<file path="config.mk">
export PLATFORM = sky130hd
export DESIGN_NAME = mutex_merge_rr
export DESIGN_NICKNAME = d
export VERILOG_FILES = /design/src/rtl/mutex_merge_pkg.sv /design/src/rtl/mm_arbiter.sv /design/src/rtl/mutex_merge_rr.sv
export SDC_FILE = /design/constraint.sdc
export NUM_CORES = 1
export LEC_CHECK = 0
export ABC_AREA = 1
export CAP_MARGIN = 20
export CORE_ASPECT_RATIO = 1.1
export CORE_UTILIZATION = 48
export DETAILED_ROUTE_END_ITERATION = 8
export MAX_ROUTING_LAYER = met4
export PLACE_DENSITY = 0.79
export REMOVE_ABC_BUFFERS = 1
export SYNTH_ARGS = -nofsm -noshare
export SYNTH_HDL_FRONTEND = slang
export SYNTH_HIERARCHICAL = 1
export SYNTH_SLANG_ARGS = --single-unit
export TNS_END_PERCENT = 20
</file>
<file path="constraint.sdc">
create_clock -name clk -period 4.1 [get_ports clk]
set_input_delay 0.82 -clock clk [delete_from_list [all_inputs] [get_ports clk]]
set_output_delay 0.82 -clock clk [all_outputs]
set_load 0.01 [all_outputs]
</file>
<file path="src/rtl/mutex_merge_pkg.sv">
// Shared definitions for the mutually-exclusive merge: arbitration modes and
// the index-width helper used for ids, levels and pointers.
package mutex_merge_pkg;

  typedef enum logic {
    MM_MODE_FIXED = 1'b0,
    MM_MODE_RR    = 1'b1
  } mm_mode_e;

  // Width needed to index n items; never below one bit so ports stay legal.
  function automatic int mm_width(input int n);
    return (n <= 2) ? 1 : $clog2(n);
  endfunction

endpackage

</file>
<file path="src/rtl/mm_arbiter.sv">
// Single-winner arbiter: fixed priority from channel 0, or round-robin search
// starting at ptr and wrapping from N-1 back to 0.
module mm_arbiter
  import mutex_merge_pkg::*;
#(
  parameter int       N    = 5,
  parameter mm_mode_e MODE = MM_MODE_RR,
  localparam int      IW   = mm_width(N)
) (
  input  logic [N-1:0]  req,
  input  logic [IW-1:0] ptr,
  output logic [N-1:0]  grant,
  output logic [IW-1:0] idx,
  output logic          valid
);

  always_comb begin
    int start;
    int ch;
    grant = '0;
    idx   = '0;
    valid = 1'b0;
    ch    = 0;
    start = (MODE == MM_MODE_RR) ? int'(ptr) : 0;
    for (int off = 0; off < N; off++) begin
      ch = (start + off) % N;
      if (!valid && req[ch]) begin
        valid     = 1'b1;
        grant[ch] = 1'b1;
        idx       = IW'(ch);
      end
    end
  end

endmodule

</file>
<file path="src/rtl/mutex_merge_rr.sv">
// Merges N requesting channels into one stream through a small FIFO; one
// channel is accepted per cycle and its id travels alongside the data.
module mutex_merge_rr
  import mutex_merge_pkg::*;
#(
  parameter int       N     = 5,
  parameter int       W     = 5,
  parameter int       DEPTH = 2,
  parameter mm_mode_e MODE  = MM_MODE_RR,
  localparam int      IW    = mm_width(N),
  localparam int      LW    = mm_width(DEPTH + 1)
) (
  input  logic            clk,
  input  logic            rst,
  input  logic [N-1:0]    i_drive,
  input  logic [N*W-1:0]  i_data,
  output logic [N-1:0]    o_free,
  output logic            o_driveNext,
  output logic [W-1:0]    o_data,
  output logic [IW-1:0]   o_id,
  input  logic            i_freeNext,
  output logic [LW-1:0]   o_level
);

  localparam int PW = mm_width(DEPTH);

  logic [W-1:0]  mem_data [DEPTH];
  logic [IW-1:0] mem_id   [DEPTH];
  logic [PW-1:0] rd_ptr;
  logic [PW-1:0] wr_ptr;
  logic [LW-1:0] level;
  logic [IW-1:0] arb_ptr;

  logic [N-1:0]  grant;
  logic [IW-1:0] win_idx;
  logic          win_valid;
  logic [W-1:0]  win_data;
  logic          pop;
  logic          room;
  logic          push;

  mm_arbiter #(.N(N), .MODE(MODE)) u_arb (
    .req   (i_drive),
    .ptr   (arb_ptr),
    .grant (grant),
    .idx   (win_idx),
    .valid (win_valid)
  );

  function automatic logic [PW-1:0] ptr_inc(input logic [PW-1:0] p);
    return (p == PW'(DEPTH - 1)) ? '0 : p + 1'b1;
  endfunction

  assign pop      = (level != '0) && i_freeNext;
  assign room     = (level < LW'(DEPTH)) || pop;
  // rst gates the grant so o_free is forced low asynchronously during reset
  assign push     = win_valid && room && rst;
  assign o_free   = push ? grant : '0;
  assign win_data = i_data[int'(win_idx)*W +: W];

  always_ff @(posedge clk or negedge rst) begin
    if (!rst) begin
      rd_ptr  <= '0;
      wr_ptr  <= '0;
      level   <= '0;
      arb_ptr <= '0;
    end else begin
      if (push) begin
        wr_ptr  <= ptr_inc(wr_ptr);
        arb_ptr <= (win_idx == IW'(N - 1)) ? '0 : win_idx + 1'b1;
      end
      if (pop) rd_ptr <= ptr_inc(rd_ptr);
      case ({push, pop})
        2'b10:   level <= level + 1'b1;
        2'b01:   level <= level - 1'b1;
        default: level <= level;
      endcase
    end
  end

  // Storage needs no reset: entries are only visible while level is non-zero.
  always_ff @(posedge clk) begin
    if (push) begin
      mem_data[wr_ptr] <= win_data;
      mem_id[wr_ptr]   <= win_idx;
    end
  end

  assign o_level     = level;
  assign o_driveNext = (level != '0);
  assign o_data      = o_driveNext ? mem_data[rd_ptr] : '0;
  assign o_id        = o_driveNext ? mem_id[rd_ptr] : '0;

endmodule

</file>
Word level (Yosys, flattened, before mapping)
Memories as Yosys holds them, arrays and structs flattened.
Index checks and enable logic that the tools add are counted.
{"block": "totals", "out_inout_bits": 16, "memories": 2, "ramBits": 16, "register_bits": 7, "wordCells": 108, "input_bits": 33}
{"memory": "mem_data", "depth": 2, "word_bits": 5, "read_ports": 1, "rd_clocked_by_memory_dff": 0, "wr": 1, "line": "mutex_merge_rr.sv:27", "source": "logic [W-1:0] mem_data [DEPTH];"}
{"memory": "mem_id", "depth": 2, "word_bits": 3, "read_ports": 1, "rd_clocked_by_memory_dff": 0, "wr": 1, "line": "mutex_merge_rr.sv:28", "source": "logic [IW-1:0] mem_id [DEPTH];"}
{"block": "classes", "mux": 49, "div_mod_pow": 5, "bitwise_logic": 4, "magnitude_cmp": 11, "shifts": 1, "reduce_logical": 19, "multipliers": 1, "n_addsub": 9, "n_eq_ne": 3}
{"operator": "32-bit by 1-bit >= comparator with 1-bit output (second input constant)", "n": 5}
{"operator": "32-bit by 5-bit less-than comparator with 1-bit output (second input constant)", "n": 5}
{"operator": "32-bit by 4-bit modulo with 32-bit output (second input constant)", "n": 4}
{"operator": "5-bit 2-to-1 mux", "n": 7}
{"operator": "4-bit by 4-bit modulo with 32-bit output (second input constant)", "n": 1}
{"operator": "25-bit by 7-bit indexed part select with 5-bit output", "n": 1}
{"operator": "1-bit 2-to-1 mux", "n": 24}
{"operator": "3-bit 2-to-1 mux", "n": 7}
{"operator": "5-bit OR", "n": 4}
{"operator": "1-bit binary-select mux with 3-bit select", "n": 5}
{"operator": "1-bit demux with 3-bit select", "n": 5}
{"operator": "1-bit logical AND", "n": 12}
{"operator": "3-bit by 2-bit adder with 4-bit output (second input constant)", "n": 2}
{"operator": "3-bit by 3-bit multiplier with 6-bit output (second input constant)", "n": 1}
{"operator": "3-bit by 1-bit adder with 4-bit output (second input constant)", "n": 1}
{"operator": "3-bit by 3-bit adder with 4-bit output (second input constant)", "n": 1}
{"operator": "1-bit logical NOT", "n": 4}
{"operator": "2-bit one-hot mux with 2 select lines", "n": 1}
{"operator": "2-bit nonzero test", "n": 2}
{"operator": "3-bit by 1-bit adder with 3-bit output (second input constant)", "n": 1}
{"operator": "3-bit equality test (second input constant)", "n": 1}
{"operator": "1-bit adder (second input constant)", "n": 2}
{"operator": "2-bit by 1-bit adder with 2-bit output (second input constant)", "n": 1}
{"operator": "2-bit by 1-bit equality test with 1-bit output (second input constant)", "n": 1}
{"operator": "other kinds (4)", "n": 4}

Depth between registers and ports, before layout
{"block": "depth", "word_depth": 21, "mapped_depth": 32, "depth_no_buf": 31}

Modules after synthesis
Netlist, hierarchy kept.
{"mod": "mm_arbiter", "cells_each": 360, "area_each_um2": 2026.9, "instances": 1}
{"mod": "mutex_merge_rr", "cells_each": 150, "area_each_um2": 1228.7, "instances": 1}

Worst setup path after synthesis
No wires, ideal clock.
{"block": "synth_timing", "kind": "register -> output", "startpoint": "reg arb_ptr[0]", "endpoint": "out o_free[3]", "setup_slack_ns": -0.232, "stages_incl_launch_ff": 24, "arrival_time_ns": 3.512, "path_cell_list": "dfrtp_1 clkinv_1 ha_1 inv_1 ha_1 inv_1 ha_1 inv_1 ha_1 o21ai_2 nand4_1 nand2_2 nand2_1 nand2_1 nand2_1 nand2_1 nand2_1 nand2_1 nand4_4 nor2_4 nand3_1 nand3_1 inv_1 nor2_1"}
{"block": "synth_between", "elab_cells_between_ends": 74, "classes_between": "add/sub (4); div (5); order compare (10); mux (36); bitwise (4); reduce/logical (15)"}
{"item": "from (decl)", "line": "mutex_merge_rr.sv:32", "source": "logic [IW-1:0] arb_ptr;"}
{"item": "from (signal assigned)", "line": "mutex_merge_rr.sv:70", "source": "arb_ptr <= (win_idx == IW'(N - 1)) ? '0 : win_idx + 1'b1;"}
{"item": "parallel branches: the longest is 16 deep, another holds 32-bit by 4-bit modulo with 32-bit output"}
{"item": "5-bit 2-to-1 mux (*)", "line": "mm_arbiter.sv:27", "source": "if (!valid && req[ch]) begin"}
{"item": "named net grant[3]", "line": "mutex_merge_rr.sv:34", "source": "logic [N-1:0] grant;"}
{"item": "5-bit 2-to-1 mux (*)", "line": "mutex_merge_rr.sv:58", "source": "assign o_free = push ? grant : '0;"}
{"item": "to (decl)", "line": "mutex_merge_rr.sv:17", "source": "output logic [N-1:0] o_free,"}
Mark *: on every way through the listed nets, which the timed path passes. The select of a mux whose other input is x is not followed.

Worst setup path after layout
{"block": "layout_timing", "startpoint": "reg arb_ptr[0]", "endpoint": "out o_free[2]"}
The elaborated chain is that of the path after synthesis.

==> results.txt <==
Status = finished, violations left
Failing checks = setup timing
Place WS = -0.586 ns
Slew margin rel. = 0.723
WP data arrival = 3.80 ns
1st-pass router iterations = 5
Worst skew pair latency = 0.28 ns
CTS clock-pin slew for the worst setup and hold paths = 0.10 ns
Synth async-reset ratio = 0.304
Min-Delay Path Depth = 1
Crit path setup slack, layout = -0.523 ns
Hold Crit Class = flip-flop to flip-flop
Synth Flop Type = edfxtp_1
Post-synthesis cell count = 510
Leading cell type in the layout, fill and taps excluded = buf_4
Drt wl/cell = 18.3 µm
Max-slew violation count = 0
Largest net degree at the start of global routing = 18
Number of global-route vias before repair = 3995
Die area = 7120 µm²
Clock sink count = 23
WS Path Type = flip-flop to output pin
Layout area overhead = 69.3%
Die Wd = 80.5 µm
Area post-placement = 4600 µm²
Final worst path period share = 1.13
Longest Clk Path Bufs = 2
Multi-input logic area = 2810 µm²
RSZ-0062 raised after global routing = true
DRC = 0
Final Instance Area = 5510 µm²
Seq/Total Area, Yosys = 0.201
First-pass GRT wire length = 17.9 mm
Starting Density = 0.497
Commonest non-fill, non-tap cells in the layout = buf_4, nand2_1, inv_1, nand3_1, clkdlybuf4s50_1
CTS buffer count = 3
Via density = 5.87
Core ar. = 6560 µm²
Aggregate global-route resource usage = 0.335
Critical path startpoint category = flip-flop
Antenna viol nets, final = 0
Initial antenna violation count = 1
Dpl hpwl = 8.18 mm
Initial DRC count = 582
Req. time, crit path = 3.28 ns
NumNets Final = 765
Final setup vio count = 19
Worst reg2reg path depth = 35
Hold Startpoint = o_level[0]
Syn avg cell area = 6.38 µm²
CTS tree = done
Worst flop-to-flop path startpoint = arb_ptr[0]
Synth unique cells = 43
Standard-cell rows = 31
Port Buf Inserts = 48
Fraction of layout cells with a size suffix above 1 = 0.423
Clk_skew = 0.00774 ns
Ports = 49
Crit. Startpoint = arb_ptr[0]
Tmin final = 4.62 ns
Fillers = 338
Max_cap viols = 0
Vias = 4611
Storage cell area = 657 µm²
Peak fanout along the critical path = 4
Warnings from Yosys = 6
Worst-Margin Slew = 0.414 ns
Routed wire length = 14.4 mm
Worst setup EP type = output pin
Post-synth EDFFs = 16
H-tree depth = 1
Die H = 88.4 µm
Yosys reg bits = 23
Fin util = 0.841
Fmax = 216 MHz
CTS Root Buffer Type = clkbuf_8
Final hold violation count = 0
GRT Residual Overflow = 0
Synth Cell Area = 3260 µm²
GPL Wtd Cong = 0.914
==> worst paths after layout <==
| kind | end | slack (ns) |
|---|---|---|
| max | o_free[2] | -0.52 |
| max in group asynchronous | arb_ptr[0] | 3.06 |
| max reg2reg | wr_ptr | -0.41 |
| min reg2reg | o_level[0] | 0.59 |
| min | o_level[0] | 0.59 |
| min in group asynchronous | rd_ptr | 0.85 |
==> sequential cells by signal, summed over array words and instances (netlist names) <==
register  flops
mem_id        6
wr_ptr        1
arb_ptr       3
rd_ptr        1
o_level       2
mem_data     10
==> through the flow <==
step,hold WS (ns),setup TNS [ns],cells
2_1_floorplan,0.504,-13.83,505
4_1_cts,0.548,-1.67,767
6_report,0.586,-4.58,785
3_5_place_dp,0.528,-4.55,736
3_3_place_gp,0.519,-3.45,736
5_1_grt,0.603,-10.58,785
==> critical path, stage by stage (launching register included) <==
cell     delay [ns]
dfrtp_2        0.46
inv_4          0.12
ha_4           0.16
inv_2          0.05
ha_4           0.28
inv_4          0.05
ha_4           0.16
nor2_4         0.10
nand2_4        0.09
nand2_8        0.10
inv_6          0.05
o21ai_4        0.17
buf_4          0.14
buf_4          0.10
o21ai_0        0.13
xnor2_1        0.16
nand2_1        0.06
nand2_1        0.10
nor3_1         0.34
nand2_1        0.10
nor2_1         0.17
nor2_2         0.07
nand2_1        0.07
inv_1          0.04
nor2_1         0.09
buf_2          0.16
==> layout make-up <==
cell class	count	area share
sequential	23	0.119
multi-input combinational	411	0.510
antenna	1	0.000454
timing repair buffer	193	0.291
clock buffer	3	0.00749
clock inverter	1	0.000908
inverter	71	0.0515
tap	82	0.0186
==> cell families after synthesis <==
group | Yosys count | synth area share
AND/OR/NAND/NOR | 315 | 0.461
XOR/XNOR | 10 | 0.0292
flip-flops | 23 | 0.201
AO/OA/AOI/OAI | 57 | 0.106
buffers and inverters | 76 | 0.0907
adder cells (fa/ha/maj) | 29 | 0.111
==> cell usage after synthesis, types with 2 or more instances <==
master	count	area, µm²
nand2_1	148	556
inv_1	58	218
nand3_1	54	270
nor2_1	50	188
ha_1	29	363
a21oi_1	21	105
edfxtp_1	16	480
nand2_2	16	100
o21ai_0	15	75.1
nand4_1	13	81.3
inv_2	11	41.3
o21ai_2	9	78.8
dfrtp_1	7	175
nand3_2	6	60.1
nor2_2	6	37.5
xor2_1	6	52.6
o21ai_1	5	25.0
nor3_1	4	20.0
buf_2	3	15.0
nand3_4	3	52.6
xnor2_1	3	26.3
nand2_4	2	22.5
nand3b_1	2	15.0
nor2_4	2	22.5
nor4_1	2	12.5
or2_2	2	12.5
==> repair_timing <==
item,4_1_cts,5_1_grt
setup buffers,27,17
endpoints found under the setup margin,18,20
hold endpoints to repair,0,0
hold buffers,0,0
pin swaps,32,55
gates resized for setup,69,91
==> metal layers <==
layer | track usage | vias up | wire (µm)
met5 | - | - | 0
met4 | 0.187 | 0 | 1290
met3 | 0.0381 | 128 | 1020
met2 | 0.618 | 315 | 6960
met1 | 0.344 | 2126 | 5100
li1 | - | 2042 | -
Power is left out: the tool's default activity adds up to more than one toggle a clock period on the data nets, which glitch-free logic cannot reach.
